$ cat config.mk
export PLATFORM = sky130hd
export DESIGN_NAME = sdram_port_arbiter
export DESIGN_NICKNAME = d
export VERILOG_FILES = /design/src/rtl/sdram_port_arbiter.sv
export SDC_FILE = /design/constraint.sdc
export NUM_CORES = 1
export LEC_CHECK = 0
export CORE_ASPECT_RATIO = 2
export CORE_MARGIN = 10
export CORE_UTILIZATION = 37
export DETAILED_ROUTE_END_ITERATION = 7
export PLACE_DENSITY_LB_ADDON = 0.15
export SLEW_MARGIN = 20
export SYNTH_ARGS = -nofsm -noshare
export SYNTH_HDL_FRONTEND = slang
export SYNTH_SLANG_ARGS = --single-unit
$ cat constraint.sdc
create_clock -name CLK -period 2.32 [get_ports CLK]
set_input_delay 0.232 -clock CLK [delete_from_list [all_inputs] [get_ports CLK]]
set_output_delay 0.232 -clock CLK [all_outputs]
set_load 0.02 [all_outputs]
$ cat src/rtl/sdram_port_arbiter.sv
// Three-port arbiter, auto-refresh scheduler and read-return router for the SDRAM core.
// Optional aging of ports 1/2 above port 0 is enabled with `define SDRAM_ARB_AGING_EN.
module sdram_port_arbiter #(
  parameter int ADDR_W       = 21,
  parameter int REF_INTERVAL = 780,
  parameter int TAG_DEPTH    = 4,
  parameter int AGE_LIMIT    = 64
) (
  input  logic                  CLK,
  input  logic                  RST,
  input  logic [2:0]            REQ,
  input  logic [2:0]            REQ_WE,
  input  logic [3*ADDR_W-1:0]   REQ_ADDR,
  input  logic [47:0]           REQ_WDATA,
  output logic [2:0]            ACK,
  output logic [2:0]            RVALID,
  output logic [15:0]           RDATA,
  output logic                  CMD_VALID,
  input  logic                  CMD_READY,
  output logic                  CMD_REF,
  output logic                  CMD_WE,
  output logic [ADDR_W-1:0]     CMD_ADDR,
  output logic [15:0]           CMD_WDATA,
  input  logic                  RD_VALID,
  input  logic [15:0]           RD_DATA,
  output logic                  ERR
);

  localparam int PTR_W = $clog2(TAG_DEPTH);
  localparam int REF_W = $clog2(REF_INTERVAL);

  if (TAG_DEPTH < 2 || (TAG_DEPTH & (TAG_DEPTH - 1)) != 0 || AGE_LIMIT < 1) begin : g_param_check
    $error("sdram_port_arbiter: TAG_DEPTH must be a power of two >= 2 and AGE_LIMIT >= 1");
  end

  typedef enum logic [1:0] {ARB, ISSUE, REF_ISSUE} state_t;

  state_t           state;
  logic [1:0]       win;
  logic             rr_last2;    // 1: port 2 was granted last, so port 1 is favoured next
  logic [1:0]       ref_pend;
  logic [REF_W-1:0] ref_timer;
  logic             ref_expire;
  logic             ref_done;
  logic [PTR_W-1:0] wr_ptr;
  logic [PTR_W-1:0] rd_ptr;
  logic [PTR_W:0]   tag_cnt;
  logic             tag_full;
  logic             tag_empty;
  logic             accept;
  logic             push;
  logic             pop;
  logic [2:0]       elig;
  logic [2:1]       aged;
  logic             sel_valid;
  logic [1:0]       sel_port;
  logic [1:0]       tag_mem [TAG_DEPTH];

  assign accept     = (state == ISSUE) && CMD_READY;
  assign ACK        = accept ? (3'b001 << win) : 3'b000;
  assign push       = accept && !CMD_WE;
  assign pop        = RD_VALID && !tag_empty;
  assign tag_full   = (tag_cnt == (PTR_W+1)'(TAG_DEPTH));
  assign tag_empty  = (tag_cnt == '0);
  assign elig       = REQ & (REQ_WE | {3{!tag_full}});
  assign ref_expire = (ref_timer == '0);
  assign ref_done   = (state == REF_ISSUE) && CMD_READY;

`ifdef SDRAM_ARB_AGING_EN
  localparam int AGE_W = $clog2(AGE_LIMIT + 1);
  logic [AGE_W-1:0] age [1:2];

  always_ff @(posedge CLK) begin
    if (RST) begin
      age[1] <= '0;
      age[2] <= '0;
    end else begin
      for (int i = 1; i <= 2; i++) begin
        if (!REQ[i] || ACK[i])
          age[i] <= '0;
        else if (age[i] != AGE_W'(AGE_LIMIT))
          age[i] <= age[i] + 1'b1;
      end
    end
  end

  assign aged[1] = elig[1] && (age[1] == AGE_W'(AGE_LIMIT));
  assign aged[2] = elig[2] && (age[2] == AGE_W'(AGE_LIMIT));
`else
  assign aged = 2'b00;
`endif

  // NOTE: every output of a combinational block gets a default first, so no path can infer a latch.
  always_comb begin
    sel_valid = 1'b0;
    sel_port  = 2'd0;
    if (aged[1] && aged[2]) begin
      sel_valid = 1'b1;
      sel_port  = rr_last2 ? 2'd1 : 2'd2;
    end else if (aged[1]) begin
      sel_valid = 1'b1;
      sel_port  = 2'd1;
    end else if (aged[2]) begin
      sel_valid = 1'b1;
      sel_port  = 2'd2;
    end else if (elig[0]) begin
      sel_valid = 1'b1;
      sel_port  = 2'd0;
    end else if (elig[1] && elig[2]) begin
      sel_valid = 1'b1;
      sel_port  = rr_last2 ? 2'd1 : 2'd2;
    end else if (elig[1]) begin
      sel_valid = 1'b1;
      sel_port  = 2'd1;
    end else if (elig[2]) begin
      sel_valid = 1'b1;
      sel_port  = 2'd2;
    end
  end

  // NOTE: clocked state uses non-blocking assignments so every register samples pre-edge values.
  always_ff @(posedge CLK) begin
    if (RST) begin
      state     <= ARB;
      win       <= 2'd0;
      rr_last2  <= 1'b1;
      CMD_VALID <= 1'b0;
      CMD_REF   <= 1'b0;
      CMD_WE    <= 1'b0;
      CMD_ADDR  <= '0;
      CMD_WDATA <= '0;
    end else begin
      case (state)
        ARB: begin
          if (ref_pend != 2'd0) begin
            state     <= REF_ISSUE;
            CMD_VALID <= 1'b1;
            CMD_REF   <= 1'b1;
            CMD_WE    <= 1'b0;
            CMD_ADDR  <= '0;
            CMD_WDATA <= '0;
          end else if (sel_valid) begin
            state     <= ISSUE;
            win       <= sel_port;
            CMD_VALID <= 1'b1;
            CMD_REF   <= 1'b0;
            CMD_WE    <= REQ_WE[sel_port];
            CMD_ADDR  <= REQ_ADDR[sel_port*ADDR_W +: ADDR_W];
            CMD_WDATA <= REQ_WDATA[sel_port*16 +: 16];
            if (sel_port != 2'd0)
              rr_last2 <= (sel_port == 2'd2);
          end
        end
        ISSUE, REF_ISSUE: begin
          if (CMD_READY) begin
            state     <= ARB;
            CMD_VALID <= 1'b0;
            CMD_REF   <= 1'b0;
          end
        end
        default: begin
          state     <= ARB;
          CMD_VALID <= 1'b0;
          CMD_REF   <= 1'b0;
        end
      endcase
    end
  end

  // Timer reloads on its own expiry, so refresh cadence does not drift with core back-pressure.
  always_ff @(posedge CLK) begin
    if (RST) begin
      ref_timer <= REF_W'(REF_INTERVAL - 1);
      ref_pend  <= 2'd0;
    end else begin
      ref_timer <= ref_expire ? REF_W'(REF_INTERVAL - 1) : ref_timer - 1'b1;
      case ({ref_expire, ref_done})
        2'b10:   if (ref_pend != 2'd2) ref_pend <= ref_pend + 1'b1;
        2'b01:   ref_pend <= ref_pend - 1'b1;
        default: ;
      endcase
    end
  end

  // NOTE: tag storage is not reset; the pointers and count alone define which entries are live.
  always_ff @(posedge CLK) begin
    if (push)
      tag_mem[wr_ptr] <= win;
  end

  always_ff @(posedge CLK) begin
    if (RST) begin
      wr_ptr  <= '0;
      rd_ptr  <= '0;
      tag_cnt <= '0;
      RVALID  <= 3'b000;
      RDATA   <= '0;
      ERR     <= 1'b0;
    end else begin
      if (push) wr_ptr <= wr_ptr + 1'b1;
      if (pop)  rd_ptr <= rd_ptr + 1'b1;
      case ({push, pop})
        2'b10:   tag_cnt <= tag_cnt + 1'b1;
        2'b01:   tag_cnt <= tag_cnt - 1'b1;
        default: ;
      endcase
      RVALID <= pop ? (3'b001 << tag_mem[rd_ptr]) : 3'b000;
      if (pop) RDATA <= RD_DATA;
      if (RD_VALID && tag_empty) ERR <= 1'b1;
    end
  end

endmodule

==> results of run 1 <==
power by group through the flow:
stage	combinational (uW)	sequential, uW	clock, uW
finish	1690	1930	1400
global route	1830	1950	1500
CTS	1690	1930	1430
detailed placement	1680	1960	0
global placement	1650	1950	0
floorplan	679	2130	0
layout by cell type, fill, tap and decap left out, types with 7 or more instances in the layout:
cell type | Yosys | layout
a21oi_1 | 64 | 63
a221o_1 | 37 | 37
buf_12 | 0 | 7
buf_4 | 0 | 25
clkbuf_16 | 0 | 10
clkdlybuf4s50_1 | 0 | 198
dfxtp_1 | 85 | 85
edfxtp_1 | 8 | 8
ha_1 | 10 | 10
inv_1 | 13 | 13
nand2_1 | 86 | 86
nor2_1 | 24 | 24
o211ai_1 | 37 | 37
xnor2_1 | 8 | 8
state kept, by name (all words and copies together), names as in the netlist, 2 cells and up, named ones only:
signal     flops
rd_ptr         2
tag_cnt        3
ref_timer     10
RVALID         3
tag_mem        8
ref_pend       2
CMD_ADDR      21
wr_ptr         2
win            2
RDATA         16
CMD_WDATA     16
cells in the mapped netlist (2+ instances only):
| cell type | instances |
|---|---|
| or3_1 | 2 |
| dfxtp_1 | 85 |
| buf_1 | 4 |
| buf_2 | 9 |
| nor4b_1 | 3 |
| a211oi_1 | 3 |
| buf_6 | 3 |
| nor2_1 | 24 |
| nand2b_1 | 4 |
| ha_1 | 10 |
| a31oi_1 | 2 |
| o21ai_0 | 3 |
| mux4_2 | 2 |
| nand3_1 | 5 |
| a221o_1 | 37 |
| edfxtp_1 | 8 |
| or4b_2 | 2 |
| a21oi_1 | 64 |
| nor4_1 | 4 |
| clkbuf_1 | 20 |
| nand4_1 | 2 |
| inv_1 | 13 |
| nand2_1 | 86 |
| xnor2_1 | 8 |
| o211ai_1 | 37 |
| nor3b_1 | 4 |
| and2_1 | 6 |
| nor3_1 | 5 |
| xor2_1 | 6 |
metrics by stage:
step | std cells | hold slack [ns] | utilization [%] | setup TNS (ns) | total power (uW)
floorplan | 478 | 0.3670 | - | 0 | 2805
global placement | 813 | 0.3940 | 58.20 | -3.016 | 3608
detailed placement | 813 | 0.4006 | 58.20 | -4.782 | 3649
CTS | 829 | 0.4159 | 60.69 | 0 | 5054
global route | 832 | 0.4438 | 61.10 | 0 | 5285
finish | 832 | 0.4161 | 61.10 | 0 | 5017
what timing repair did:
item,in CTS,in global routing
hold endpoints to repair,0,0
setup buffers,0,2
endpoints found under the setup margin,0,1
resized for setup,0,1
final cells by class:
class | instances | area [sq um]
clock buffers | 10 | 229.0
well taps | 142 | 177.7
multi-input cells | 335 | 2143
fillers | 1014 | 4417
flip-flops and latches | 93 | 1942
repair buffers | 232 | 2340
clock inverters | 6 | 53.80
inverters | 14 | 52.55
critical path, delay by kind of cell (launching register included):
family,cells,cell delay [ns]
buffers and inverters,1,0.20
AOI/OAI and AO/OA,3,0.81
DFF,1,0.32
and+or+nand+nor,2,0.76
path summary, 6_finish.rpt:
| path | end | cells past startpoint | slack [ns] | from |
|---|---|---|---|---|
| worst max-delay path | CMD_WDATA[8] | 6 | 0.14 | tag_cnt[0] |
| worst min register to register | ref_timer[0] | 1 | 0.42 | ref_timer[0] |
| worst min-delay path | ref_timer[0] | 1 | 0.42 | ref_timer[0] |
| worst max register to register | CMD_WDATA[8] | 6 | 0.14 | tag_cnt[0] |
cells by family (layout without fill, tap and decap cells):
family          Yosys count  count (layout)  synth area share [%]
buf+inv                  50             262                 5.160
mux                       2               2                 1.049
simple gates            151             151                 15.95
fa+ha+maj                11              11                 3.382
compound gates          157             157                 26.36
xor+xnor                 14              14                 2.857
flops                    93              93                 45.25
per-layer routing:
| metal | up-vias | share of wire [%] | GRT usage [%] |
|---|---|---|---|
| met5 | - | 0 | 0 |
| met2 | 170 | 56 | 34.20 |
| met3 | 34 | 7.8 | 5.688 |
| li1 | 2166 | - | - |
| met1 | 2046 | 32 | 15.94 |
| met4 | 0 | 3.7 | 8.124 |
==> impl_metrics.ini, run 1 <==
[placed_design]
dp_slack_ns = -0.1686
gp_congestion = 0.8616
portBuffers = 199
placed_area_sq_mm = 0.006609
hpwlAfterDp_mm = 12.48

[timing]
setup_viol = 0
rsz0062_at_grt = false
finalCriticalPeriod_ns = 2.184
post-route-worst-setup-slack_ns = 0.1359
finalClockSkew_ns = 0.01287
finalHoldViolCount = 0
relSlewSlack_pct = 51.21
fin_crit_sh_pct = 94.14
worst_pin_slew_ns = 0.7319
max_freq_mhz = 457.9
finalMaxSlewViolations = 0

[finish]
drive_gt1_share_pct = 8.551
syn2layout_area_growth_pct = 61.66
antenna_cells = 0
layout.nets = 833
final_area_sq_mm = 0.006938

[yosys]
yosys.area.top_type = dfxtp_1
ys_top_cells_by_area = dfxtp_1 40%, a221o_1 8.6%, nand2_1 7.5%, a21oi_1 7.5%, o211ai_1 6.5%
syn_area_sq_mm = 0.004292
synthFlopType = dfxtp_1
syn-instance-count = 478
postSynthAreaPerCell_sq_um = 8.978
yosysWarningCount = 0
synthDistinctLibCells = 46
yosysTopAreaCellShare_pct = 39.65
synth-edff-count = 8
synth_seq_area_share_pct = 45.25
ys_ff_latch = 93
async_flop_share_pct = 0
synthesis.nets = 626

[clock_network]
clock_path_buffers = 2
clock_latency_ns = 0.34
cts_made_buffers = 9
path_clk_slew_ns = 0.07
cts_hold_buf = 0
cts_tree = built
clock_sinks = 93
cts_max_level = 3
cts-root-buf = clkbuf_16

[global_routing]
grt_max_degree = 41
grt_pass1_wl_mm = 22.89
grt_overflow = 0
grt_pass1_vias = 4596
grt.total_usage_pct = 17.85
antenna_found_initial = 0

[pwr]
leakage_uw = 0.002504
p_per_area_mw_per_mm2 = 723.1
power.switching_uw = 1609
pwr-share-comb_pct = 33.6
internal_power_uw = 3408
sw_frac_of_total_pct = 32.07
seqPwrFrac_pct = 38.4
peakVddDrop_mv = 0.4339
clockPowerShare_pct = 27.9

[min_path]
hold_path.class = register to register

[setup_path]
cp_slowest_stage_delay_ns = 0.68
worst-path-max-fanout = 30
crit_path_cell_trace = or4b_2 > a222oi_1 > a21o_1 > buf_12 > nand2_1 > a21oi_1
crit_path_top_delay_cell = or4b_2
cp-start-kind = register
arrival_ns = 2.45
crit_required_ns = 2.59
endpoint_kind = register
crit_type = register to register

[route]
drtIter0Drc = 181
drt.antenna.violating_nets = 0
via_count = 4416
routedWlPerCell_microns = 18.87
avgViaCountPerCell = 5.308
routed_wl_mm = 15.70
drt_pass1_iterations = 5
route.detailed.drc = 0

[floorplan]
core.rowCount = 55
die_h_microns = 172.3
die-area_sq_mm = 0.01657
coreArea_sq_mm = 0.01135
initial_core_util_pct = 37.80
ios = 200
fp.dieW_microns = 96.16

[job]
max_cap_viol_count = 0

[run_status]
outcome = finished clean
No activity file was read; power rests on OpenSTA's default activity.
==> run 2: changes to the inputs <==
--- a/config.mk
+++ b/config.mk
@@ -10,6 +10,7 @@
 export CORE_UTILIZATION = 37
 export DETAILED_ROUTE_END_ITERATION = 7
 export PLACE_DENSITY_LB_ADDON = 0.15
+export SETUP_SLACK_MARGIN = 0.1
 export SLEW_MARGIN = 20
 export SYNTH_ARGS = -nofsm -noshare
 export SYNTH_HDL_FRONTEND = slang
==> run 2 against run 1 <==
Effect of this change:
- count of clock-buffer cells in the layout down 1
- largest cell class unchanged
- register-to-register slack better by 0.06 ns
- cell area up 1.6%
- critical path type unchanged
- critical endpoint is now CMD_ADDR[17]
- total power up 4.6%
==> impl_metrics.ini, run 2 (synthesized netlist as in run 1, its figures left out) <==
[finish]
syn2layout_area_growth_pct = 64.26
n_fill_cell = 976
final_common_cell = clkdlybuf4s50_1
multi_input_area_sq_mm = 0.002161
ff_latch_area_sq_mm = 0.001947
regMostFlops = CMD_ADDR
drive_gt1_share_pct = 9.971
fin_cells = 835
final_area_sq_mm = 0.007049
largest_reg_flops = 21
layout.nets = 835
reg_top3 = CMD_ADDR x21, CMD_WDATA x16, RDATA x16
final_cell_mix = 195 x clkdlybuf4s50_1, 86 x nand2_1, 83 x dfxtp_1

[pwr]
leakage_uw = 0.002573
p_per_area_mw_per_mm2 = 744.4
peakVddDrop_mv = 0.5887
power_uw = 5248

[route]
route.detailed.drc = 0
routed_wl_mm = 15.80
drt.antenna.violating_nets = 0
routedWlPerCell_microns = 18.92
avgViaCountPerCell = 5.307
via_count = 4431
drt_pass1_iterations = 4
drtIter0Drc = 128

[clock_network]
cts_max_level = 3
cts_tree = built
cts_made_buffers = 9
clock_sinks = 93
cts_hold_buf = 0
clock_latency_ns = 0.34
clock_path_buffers = 2
path_clk_slew_ns = 0.06
cts-root-buf = clkbuf_16

[placed_design]
hpwlAfterDp_mm = 12.18
placed_area_sq_mm = 0.006563
gp_congestion = 0.8914
dp_cells = 810
portBuffers = 199

[setup_path]
crit_type = register to register
endpoint_kind = register
worst-path-max-fanout = 41
critPathBufInv = 1
cp-start-kind = register
crit_path_top_delay_cell = or4b_2
cp_slowest_stage_delay_ns = 0.68
crit_path_cell_trace = or4b_2 > and2_1 > buf_12 > a221o_1 > o211ai_1 > a21oi_1
crit_required_ns = 2.54
rrSetupSlack_ns = 0.19
cp_top_family = simple AND/OR/NAND/NOR gates
arrival_ns = 2.34

[floorplan]
die-area_sq_mm = 0.01657
die_h_microns = 172.3
fp.dieW_microns = 96.16
coreArea_sq_mm = 0.01135
core.rowCount = 55
ios = 200
initial_core_util_pct = 37.80

[global_routing]
grt_overflow = 0
grt_pass1_wl_mm = 22.87
grt.total_usage_pct = 17.72
antenna_found_initial = 1
grt_max_degree = 42
grt_pass1_vias = 4542

[timing]
fin_crit_sh_pct = 91.63
setup_viol = 0
finalClockSkew_ns = 0.006997
max_freq_mhz = 470.4
finalCriticalPeriod_ns = 2.126
rsz0062_at_grt = false
worst_pin_slew_ns = 0.5081
relSlewSlack_pct = 66.12
finalMaxSlewViolations = 0
finalHoldViolCount = 0

[run_status]
outcome = finished clean

[job]
max_cap_viol_count = 0

[min_path]
hold_path.class = primary input to register
-- run 2: power by group --
| part | total [uW] | switching (uW) | internal [uW] | leakage [uW] |
|---|---|---|---|---|
| logic | 1750 | 864 | 887 | 0.00164 |
| registers | 1940 | 125 | 1810 | 0.000772 |
| clock network | 1560 | 611 | 948 | 0.000156 |
-- run 2: metal layers --
layer / vias to the layer above / share of wire [%] / GRT usage (%)
met2: 166 / 56 / 33.05
met3: 30 / 9.1 / 7.382
met1: 2066 / 31 / 15.85
met4: 0 / 3.3 / 7.350
li1: 2169 / - / -
met5: - / 0 / 0
-- run 2: layout make-up --
class	instances	area share, %
diodes	1	0.03550
clock buffers	9	3.195
clock inverters	7	1.402
inverters	14	0.7455
multi-input cells	335	30.65
flip-flops and latches	93	27.62
well taps	142	2.520
repair buffers	234	33.83
-- run 2: stage by stage --
stage | worst slack [ns] | util, % | TNS [ns] | hold slack, ns
finish | 0.1942 | 62.08 | 0 | 0.3390
global route | 0.07968 | 62.08 | 0 | 0.3830
CTS | 0.1220 | 60.63 | 0 | 0.3424
detailed placement | -0.1364 | 57.80 | -4.202 | 0.4084
global placement | -0.1011 | 57.80 | -1.948 | 0.3972
floorplan | 0.1283 | - | 0 | 0.3670
-- run 2: timing repair --
item / 4_1_cts / 5_1_grt
pin swaps: 0 / 4
gates cloned: 0 / 5
endpoints found under the setup margin: 2 / 41
buffers inserted: 0 / 3
gates resized for setup: 2 / 11
-- run 2: worst register-to-register path, cell delays in order (launching register included) --
cell	delay (ns)
dfxtp_1	0.36
or4b_2	0.68
and2_1	0.25
buf_12	0.19
a221o_1	0.30
o211ai_1	0.12
a21oi_1	0.10
-- run 2: worst paths after layout --
kind / depth (start not counted) / start / to
max: 6 / tag_cnt[1] / CMD_ADDR[17]
min: 2 / RST / rd_ptr[0]
max reg2reg: 6 / tag_cnt[1] / CMD_ADDR[17]
min reg2reg: 1 / ref_timer[0] / ref_timer[0]
==> run 3: changes to the inputs <==
--- a/config.mk
+++ b/config.mk
@@ -7,7 +7,7 @@
 export LEC_CHECK = 0
 export CORE_ASPECT_RATIO = 2
 export CORE_MARGIN = 10
-export CORE_UTILIZATION = 37
+export CORE_UTILIZATION = 41
 export DETAILED_ROUTE_END_ITERATION = 7
 export PLACE_DENSITY_LB_ADDON = 0.15
 export SETUP_SLACK_MARGIN = 0.1
==> constraint.sdc (replaced) <==
create_clock -name CLK -period 2.4 [get_ports CLK]
set_input_delay 0.24 -clock CLK [delete_from_list [all_inputs] [get_ports CLK]]
set_output_delay 0.24 -clock CLK [all_outputs]
set_load 0.02 [all_outputs]
==> run 3 against run 2 <==
Effect of this change:
- cell area decreased by 0.51%
- combinational power is 4% lower
- clock power shrank 12%
- global-route usage rose by 1.7 points
- via count shrank 0.68%
- die area shrank 8.2%
==> impl_metrics.ini, run 3 (synthesized netlist as in run 1, its figures left out) <==
[timing]
fin_crit_sh_pct = 91.03
worst_pin_slew_ns = 0.9428
finalMaxSlewViolations = 0
finalHoldViolCount = 0
finalCriticalPeriod_ns = 2.185
finalClockSkew_ns = 0.004636
relSlewSlack_pct = 37.15
rsz0062_at_grt = false
setup_viol = 0
post-route-worst-setup-slack_ns = 0.2152
max_freq_mhz = 457.7

[setup_path]
endpoint = CMD_ADDR[3]
cp-start-kind = primary input
rrSetupSlack_ns = 0.23
r2r_start = tag_cnt[1]
r2r-end = CMD_ADDR[3]
crit_path_cell_trace = clkdlybuf4s50_1 > or4b_4 > buf_4 > a311oi_4 > buf_12 > a221o_1 > o211ai_1 > a21oi_1
crit_start = REQ_WE[1]
crit_type = primary input to register
crit_required_ns = 2.67
worst-path-max-fanout = 32
endpoint_kind = register
arrival_ns = 2.46
cp_slowest_stage_delay_ns = 0.59
crit_path_top_delay_cell = or4b_4
reg2reg_depth = 7

[route]
drt.antenna.violating_nets = 0
avgViaCountPerCell = 5.335
drt_pass1_iterations = 4
drtIter0Drc = 239
route.detailed.drc = 0
routedWlPerCell_microns = 19.09
routed_wl_mm = 15.75
via_count = 4401

[pwr]
p_per_area_mw_per_mm2 = 703.3
leakage_uw = 0.002551
peakVddDrop_mv = 0.4507

[finish]
layout.nets = 833
antenna_cells = 0
fin_cells = 825
reg_top3 = CMD_ADDR x21, CMD_WDATA x16, RDATA x16
drive_gt1_share_pct = 9.275
final_common_cell = clkdlybuf4s50_1
utilization_pct = 68.66
final_cell_mix = 197 x clkdlybuf4s50_1, 86 x nand2_1, 84 x dfxtp_1
n_fill_cell = 857
largest_reg_flops = 21
regMostFlops = CMD_ADDR
syn2layout_area_growth_pct = 63.41

[global_routing]
grt.total_usage_pct = 19.37
grt_max_degree = 52
grt_pass1_wl_mm = 23.47
grt_overflow = 0
grt_pass1_vias = 4577
antenna_found_initial = 0

[placed_design]
gp_congestion = 0.9146
portBuffers = 199
dp_slack_ns = -0.1344
dp_cells = 801
hpwlAfterDp_mm = 12.28

[job]
max_cap_viol_count = 0

[floorplan]
coreArea_sq_mm = 0.01021
core.rowCount = 52
initial_core_util_pct = 42.01
fp.dieW_microns = 92.35
die_h_microns = 164.7
die-area_sq_mm = 0.01521
ios = 200

[clock_network]
cts_max_level = 3
clock_latency_ns = 0.35
cts-root-buf = clkbuf_16
clock_path_buffers = 2
clock_sinks = 93
path_clk_slew_ns = 0.07
cts_made_buffers = 9
cts_tree = built

[min_path]
hold_path.class = register to register

[run_status]
outcome = finished clean
[run 3: cell types whose count changed in the layout (fill, tap and decap cells not counted), sizes merged]
cell           delta
buf               -2
bufinv            -2
clkdlybuf4s50     +2
clkinv            -2
diode             -1
dlygate4sd2       -2
inv               +4
[run 3: layout make-up]
cell class                      count  area [sq um]  area share, %
Clock inverter                      7         65.06         0.9277
Sequential cell                    93          1943          27.71
Inverter                           14         52.55         0.7493
Multi-Input combinational cell    335          2165          30.87
Tap cell                          135         168.9          2.409
Clock buffer                        9         225.2          3.211
Timing Repair Buffer              232          2394          34.13
[run 3: metal layers]
layer	part of all wire [%]	vias up	global-route usage (%)	routed length [microns]
li1	-	2172	-	-
met1	33	2013	18.29	5237
met2	56	186	36.58	8757
met3	8.0	30	6.003	1255
met4	3.2	0	9.238	501
met5	0	-	0	0
[run 3: metrics by stage]
stage,setup TNS (ns),cell area [sq um],total power (uW),hold slack (ns)
after floorplan,0,4293,2714,0.3750
after global placement,-0.9860,6570,3472,0.3877
after CTS,0,6860,4890,0.4194
after global routing,0,7013,5187,0.4415
final,0,7013,4932,0.4163
after detailed placement,-3.860,6570,3512,0.4035
[run 3: worst min path at each step]
stage / from / endpoint / slack (ns) / cells past startpoint
after floorplan: RST / ref_timer[8] / 0.38 / 2
after detailed placement: ref_timer[0] / ref_timer[0] / 0.40 / 1
after global placement: ref_timer[0] / ref_timer[0] / 0.39 / 1
after global routing: ref_timer[0] / ref_timer[0] / 0.44 / 1
after CTS: ref_timer[0] / ref_timer[0] / 0.42 / 1
final: ref_timer[0] / ref_timer[0] / 0.42 / 1
[run 3: timing repair]
item                                    4_1_cts  5_1_grt
gates resized for setup                       0        8
endpoints found under the setup margin        0       42
endpoints found under the hold margin         0        0
hold buffers                                  0        0
setup buffers                                 0        4
[run 3: where the power goes]
part | switching, uW | total, uW | internal (uW) | leakage (uW)
combinational | 821 | 1680 | 863 | 0.00164
clock | 646 | 1380 | 729 | 0.000141
sequential | 122 | 1870 | 1750 | 0.000772
total | 1590 | 4930 | 3340 | 0.00255
[run 3: critical path: cells and delay by family]
family	cells	cell delay, ns
compound gates	4	0.78
buf+inv	3	0.83
simple gates	1	0.59
